===== src/rtl/mac_framer_pkg.sv =====
// Shared widths, FSM state type and output FIFO entry layout for the MAC dot-product framer.
package mac_framer_pkg;

    localparam int OP_W  = 8;
    localparam int ACC_W = 17;

    typedef enum logic [1:0] {
        CLEAR   = 2'd0,
        ACCUM   = 2'd1,
        CAPTURE = 2'd2
    } state_t;

    typedef struct packed {
        logic             ovf;
        logic [ACC_W-1:0] data;
    } fifo_entry_t;

endpackage


===== src/rtl/framer_fifo.sv =====
// Synchronous FIFO with a combinational head view (zero when empty); simultaneous
// push and pop are both honoured, even when full.
module framer_fifo #(
    parameter int  DEPTH   = 4,
    parameter type entry_t = logic [7:0]
) (
    input  logic   clk,
    input  logic   rst,
    input  logic   push,
    input  entry_t push_data,
    input  logic   pop,
    output logic   full,
    output logic   empty,
    output entry_t head
);

    localparam int AW = $clog2(DEPTH);

    entry_t           mem [DEPTH];
    logic [AW:0]      wr_ptr_reg;
    logic [AW:0]      rd_ptr_reg;
    logic             do_push;
    logic             do_pop;

    // Pointers carry one extra wrap bit so full and empty are distinguishable.
    assign empty   = (wr_ptr_reg == rd_ptr_reg);
    assign full    = (wr_ptr_reg[AW] != rd_ptr_reg[AW]) &&
                     (wr_ptr_reg[AW-1:0] == rd_ptr_reg[AW-1:0]);
    assign do_pop  = pop && !empty;
    assign do_push = push && (!full || do_pop);
    assign head    = empty ? '0 : mem[rd_ptr_reg[AW-1:0]];

    always_ff @(posedge clk) begin
        if (do_push) begin
            mem[wr_ptr_reg[AW-1:0]] <= push_data;
        end
    end

    always_ff @(posedge clk or negedge rst) begin
        if (!rst) begin
            wr_ptr_reg <= '0;
            rd_ptr_reg <= '0;
        end else begin
            if (do_push) begin
                wr_ptr_reg <= wr_ptr_reg + (AW+1)'(1);
            end
            if (do_pop) begin
                rd_ptr_reg <= rd_ptr_reg + (AW+1)'(1);
            end
        end
    end

endmodule


===== src/rtl/mac_dot_framer.sv =====
// Frames a free-running MAC into VEC_LEN-pair dot products queued in an output FIFO.
// Optional wrap detection is built when MAC_FRAMER_OVF_DET_EN is defined.
module mac_dot_framer
    import mac_framer_pkg::*;
#(
    parameter int VEC_LEN    = 4,
    parameter int FIFO_DEPTH = 4
) (
    input  logic             clk,
    input  logic             rst,
    input  logic             in_valid,
    output logic             in_ready,
    input  logic [OP_W-1:0]  din_a,
    input  logic [OP_W-1:0]  din_b,
    output logic [OP_W-1:0]  mac_a,
    output logic [OP_W-1:0]  mac_b,
    output logic             mac_clr,
    input  logic [ACC_W-1:0] mac_acc,
    output logic             out_valid,
    input  logic             out_ready,
    output logic [ACC_W-1:0] out_data,
    output logic             out_ovf
);

    localparam int CNT_W = $clog2(VEC_LEN + 1);
    localparam logic [CNT_W-1:0] LAST_IDX = CNT_W'(VEC_LEN - 1);

    state_t             state_reg;
    state_t             state_next;
    logic [CNT_W-1:0]   count_reg;
    logic [CNT_W-1:0]   count_next;
    logic               accept;
    logic               push;
    logic               fifo_full;
    logic               fifo_empty;
    logic               frame_ovf;
    fifo_entry_t        push_entry;
    fifo_entry_t        head_entry;

    assign in_ready = (state_reg == ACCUM);
    assign accept   = in_ready && in_valid;
    // fifo_full is registered, so mac_clr never depends combinationally on out_ready.
    assign push     = (state_reg == CAPTURE) && !fifo_full;
    assign mac_clr  = (state_reg == CLEAR) || push;
    assign mac_a    = accept ? din_a : '0;
    assign mac_b    = accept ? din_b : '0;

    always_comb begin
        state_next = state_reg;
        count_next = count_reg;
        case (state_reg)
            CLEAR: begin
                state_next = ACCUM;
                count_next = '0;
            end
            ACCUM: begin
                if (accept) begin
                    if (count_reg == LAST_IDX) begin
                        state_next = CAPTURE;
                        count_next = '0;
                    end else begin
                        count_next = count_reg + CNT_W'(1);
                    end
                end
            end
            CAPTURE: begin
                if (push) begin
                    state_next = ACCUM;
                    count_next = '0;
                end
            end
            default: begin
                state_next = CLEAR;
                count_next = '0;
            end
        endcase
    end

    always_ff @(posedge clk or negedge rst) begin
        if (!rst) begin
            state_reg <= CLEAR;
            count_reg <= '0;
        end else begin
            state_reg <= state_next;
            count_reg <= count_next;
        end
    end

`ifdef MAC_FRAMER_OVF_DET_EN
    logic [ACC_W-1:0] acc_prev_reg;
    logic             ovf_sticky_reg;
    logic             wrapped;

    // Products are nonnegative and below 2^17, so any decrease means a wrap.
    assign wrapped = (mac_acc < acc_prev_reg);

    always_ff @(posedge clk or negedge rst) begin
        if (!rst) begin
            acc_prev_reg   <= '0;
            ovf_sticky_reg <= 1'b0;
        end else begin
            case (state_reg)
                ACCUM: begin
                    acc_prev_reg <= mac_acc;
                    if (wrapped) begin
                        ovf_sticky_reg <= 1'b1;
                    end
                end
                CAPTURE: begin
                    if (push) begin
                        acc_prev_reg   <= '0;
                        ovf_sticky_reg <= 1'b0;
                    end
                end
                default: begin
                    acc_prev_reg   <= '0;
                    ovf_sticky_reg <= 1'b0;
                end
            endcase
        end
    end

    // The last product only becomes visible in CAPTURE, so its wrap is folded in here.
    assign frame_ovf = ovf_sticky_reg || ((state_reg == CAPTURE) && wrapped);
`else
    assign frame_ovf = 1'b0;
`endif

    assign push_entry.ovf  = frame_ovf;
    assign push_entry.data = mac_acc;

    framer_fifo #(
        .DEPTH   (FIFO_DEPTH),
        .entry_t (fifo_entry_t)
    ) u_fifo (
        .clk       (clk),
        .rst       (rst),
        .push      (push),
        .push_data (push_entry),
        .pop       (out_ready),
        .full      (fifo_full),
        .empty     (fifo_empty),
        .head      (head_entry)
    );

    assign out_valid = !fifo_empty;
    assign out_data  = head_entry.data;
    assign out_ovf   = head_entry.ovf;

endmodule


===== config.mk =====
export PLATFORM = sky130hd
export DESIGN_NAME = mac_dot_framer
export DESIGN_NICKNAME = d
export VERILOG_FILES = /design/src/rtl/mac_framer_pkg.sv /design/src/rtl/framer_fifo.sv /design/src/rtl/mac_dot_framer.sv
export SDC_FILE = /design/constraint.sdc
export NUM_CORES = 1
export LEC_CHECK = 0
export CAP_MARGIN = 5
export CELL_PAD_IN_SITES_DETAIL_PLACEMENT = 1
export CELL_PAD_IN_SITES_GLOBAL_PLACEMENT = 1
export CORE_ASPECT_RATIO = 1.25
export CORE_UTILIZATION = 43
export CTS_CLUSTER_SIZE = 8
export DETAILED_ROUTE_END_ITERATION = 10
export PLACE_DENSITY_LB_ADDON = 0.1
export SLEW_MARGIN = 0
export SYNTH_ARGS = -nofsm -noshare
export SYNTH_HDL_FRONTEND = slang
export SYNTH_SLANG_ARGS = --single-unit

===== constraint.sdc =====
create_clock -name clk -period 2.5 [get_ports clk]
set_input_delay 0.25 -clock clk [delete_from_list [all_inputs] [get_ports clk]]
set_output_delay 0.25 -clock clk [all_outputs]
set_load 0.02 [all_outputs]

==> implementation parameters <==
Parameter                              Value

Clocking
  # Post-CTS Setup Buffers    0
  Worst skew pair latency    350 ps
  H-tree depth reported by CTS    3
  Buffer cell driving the clock tree root    sky130_fd_sc_hd__clkbuf_8
  TritonCTS clock tree    yes
  CTS Buf Count    9
  CTS hold repair buffers    0
  Clock Sinks    79
  Bufs on Longest Clock Path    2
  Clock slew seen by the registers of the worst setup and hold paths    80 ps

Global routing
  Tot GR Track Use    17.5%
  Number of global-route vias before repair    1982
  Number of antenna violations at the first check in global routing    0
  Pin count of the biggest net entering global routing    19
  Grt ovf    0
  First-pass GRT wire length    10000 µm

Detailed routing
  Overall via count from detail_route    1907
  WL final    6860 µm
  Wirelength per Cell    18.5 µm
  Drt initial violations    32
  Count of antenna-violating nets left after detailed routing    0
  Number of optimization iterations in the first detailed-route pass    4
  Average vias per placed instance    5.14
  Number of remaining DRC errors    0

Critical path
  Worst path required time    2250 ps
  Worst Path Max Fanout    17
  Minimum setup slack among reg-to-reg paths    490 ps
  Endpoint of the worst register-to-register path    u_fifo.mem[1][3]
  R2R Path Start    u_fifo.rd_ptr_reg[1]
  Type of the worst setup path    flop to primary output
  Crit. End Element    primary output
  R2R cell count    4
  Crit path launch type    flop
  Arrival time worst endpoint    2070 ps

Min path
  Classification of the worst-slack hold path    input port to async pin

Die
  Core area    0.00779 mm²
  Die Width    82.4 µm
  Number of top-level pins    74
  Die Height    103 µm
  Standard-cell row count    36
  Die area    0.00845 mm²
  Initial core utilization    44.6%

Timing
  RSZ-0062 raised after global routing    false
  Slew Limit Fails    0
  Worst setup margin    183 ps
  Setup violators final    0
  Slew at the pin with the worst max-slew slack    543 ps
  Final Skew    9.32 ps
  Number of hold violations in the final report    0
  Crit share post-route    92.7%
  Fmax    432 MHz
  Minimum clock period after layout    2320 ps
  Headroom to the max-slew limit    63.7%
  Summed negative setup slack over all endpoints    0 ps
  Worst hold margin    246 ps

Power and ir drop
  Power share of the sequential group    34.3%
  Cell area power density    1020 mW/mm²
  Net Switching    1670 µW
  Max IR drop VDD    0.000564 V
  Switching part of the total    35.8%
  Clock power frac    20.1%
  Internal Pwr Total    2990 µW
  Gate power share    45.6%
  Total leakage power    0.00168 µW

Logic synthesis
  Cells after synthesis    186
  Primary FF master, synth    sky130_fd_sc_hd__edfxtp_1
  Register bit count reported by yosys    79
  Share of flip-flops with an asynchronous set or reset    13.9%
  Yosys warns    0
  Register area share after synthesis    66.7%
  Per-instance average area after synthesis    18.7 µm²
  Netlist cell types    38
  Syn Nets    229
  Number of enable flip-flop cells after synthesis    68
  Cell area after synthesis    0.00347 mm²

Outcome
  Outcome    completed

Layout
  Net count, final    314
  Number of inserted diodes    0
  Most common library cell in the layout ignoring fill and taps    sky130_fd_sc_hd__edfxtp_1
  Ratio of cells with drive above 1 in the final layout    19.6%
  Highest-count cells in the layout ignoring fill and taps    sky130_fd_sc_hd__edfxtp_1, sky130_fd_sc_hd__clkdlybuf4s50_1, sky130_fd_sc_hd__nor2b_1
  Max reg flops    68
  Area overhead of the layout relative to synthesis    31.2%

Job
  Max-Cap Viols    0

Place
  I/O Buffers    72
  Weighted congestion at the end of routability-driven global placement    0.634
  Pre-CTS WS    154 ps
  Post-detailed-placement half-perimeter wirelength    4600 µm
final cells by class:
type                            count  area (µm²)
Inverter                            5        18.8
Clock buffer                        9         124
Fill cell                         741        3230
Clock inverter                      7        72.6
Timing Repair Buffer               82         811
Multi-Input combinational cell     94        1100
Tap cell                           95         119
Sequential cell                    79        2320
layer usage:
metal | share of wire (%) | vias up | wire length (µm) | track usage (%)
li1 | - | 879 | - | -
met1 | 39 | 959 | 2700 | 19.3
met2 | 53 | 60 | 3620 | 30.9
met3 | 6.6 | 9 | 454 | 5.22
met4 | 1.3 | 0 | 89 | 7.69
met5 | 0 | - | 0 | 0
cells in the mapped netlist, drive strengths merged (2+ instances only):
master / n / share of area [%]
mux2: 2 / 0.86
and2: 19 / 3.5
nor3: 2 / 0.61
a21oi: 2 / 0.29
buf: 6 / 1.5
clkbuf: 2 / 0.22
dfrtp: 11 / 7.9
nand2b: 2 / 0.36
nor2b: 19 / 3.4
mux4: 17 / 11
ha: 6 / 2.2
xor2: 4 / 2.0
edfxtp: 68 / 59
xnor2: 6 / 1.9
inv: 5 / 0.54
how the worst max path moves through the flow:
stage	slack (ps)	startpoint	to	cells past startpoint
floorplan	410	u_fifo.rd_ptr_reg[0]	u_fifo.mem[3][0]	3
global placement	180	in_valid	mac_b[3]	4
detailed placement	150	in_valid	mac_b[2]	4
CTS	1	u_fifo.rd_ptr_reg[0]	out_data[3]	4
global route	60	state_reg[1]	mac_b[2]	3
finish	180	state_reg[1]	mac_b[2]	3
stage by stage:
stage	utilization, %	total power [µW]	area, µm²	instances
2_1_floorplan	-	2990	3470	186
3_3_place_gp	55.9	3870	4350	355
3_5_place_dp	55.9	3900	4350	355
4_1_cts	58.3	4760	4540	371
5_1_grt	58.5	4890	4560	371
6_report	58.5	4660	4560	371
worst max-delay path: stages (launching register included):
cell and delay [ps]:
sky130_fd_sc_hd__dfrtp_1 430, sky130_fd_sc_hd__and3b_1 480, sky130_fd_sc_hd__and2_1 190, sky130_fd_sc_hd__clkdlybuf4s50_1 610
repair_timing:
item	in CTS	in global routing
gates cloned	0	0
gates resized for setup	13	7
setup endpoints to repair	12	7
power by group through the flow:
stage | clock, µW | combinational, µW | sequential, µW
floorplan | 0 | 1380 | 1610
global route | 1000 | 2280 | 1610
global placement | 0 | 2240 | 1630
finish | 935 | 2120 | 1600
CTS | 968 | 2200 | 1600
detailed placement | 0 | 2270 | 1630
kinds of logic (layout without fill, tap and decap cells):
group           after synthesis  after routing  synth area share, %
xor+xnor                     10             10                 3.93
simple gates                 46             46                 9.18
buf+inv                      13            103                 2.23
mux                          20             20                 12.6
flops                        79             79                 66.7
fa+ha+maj                     6              6                 2.16
other cells                   1              1                0.108
compound gates               11             11                 3.10
No activity file was read; power rests on OpenSTA's default activity.
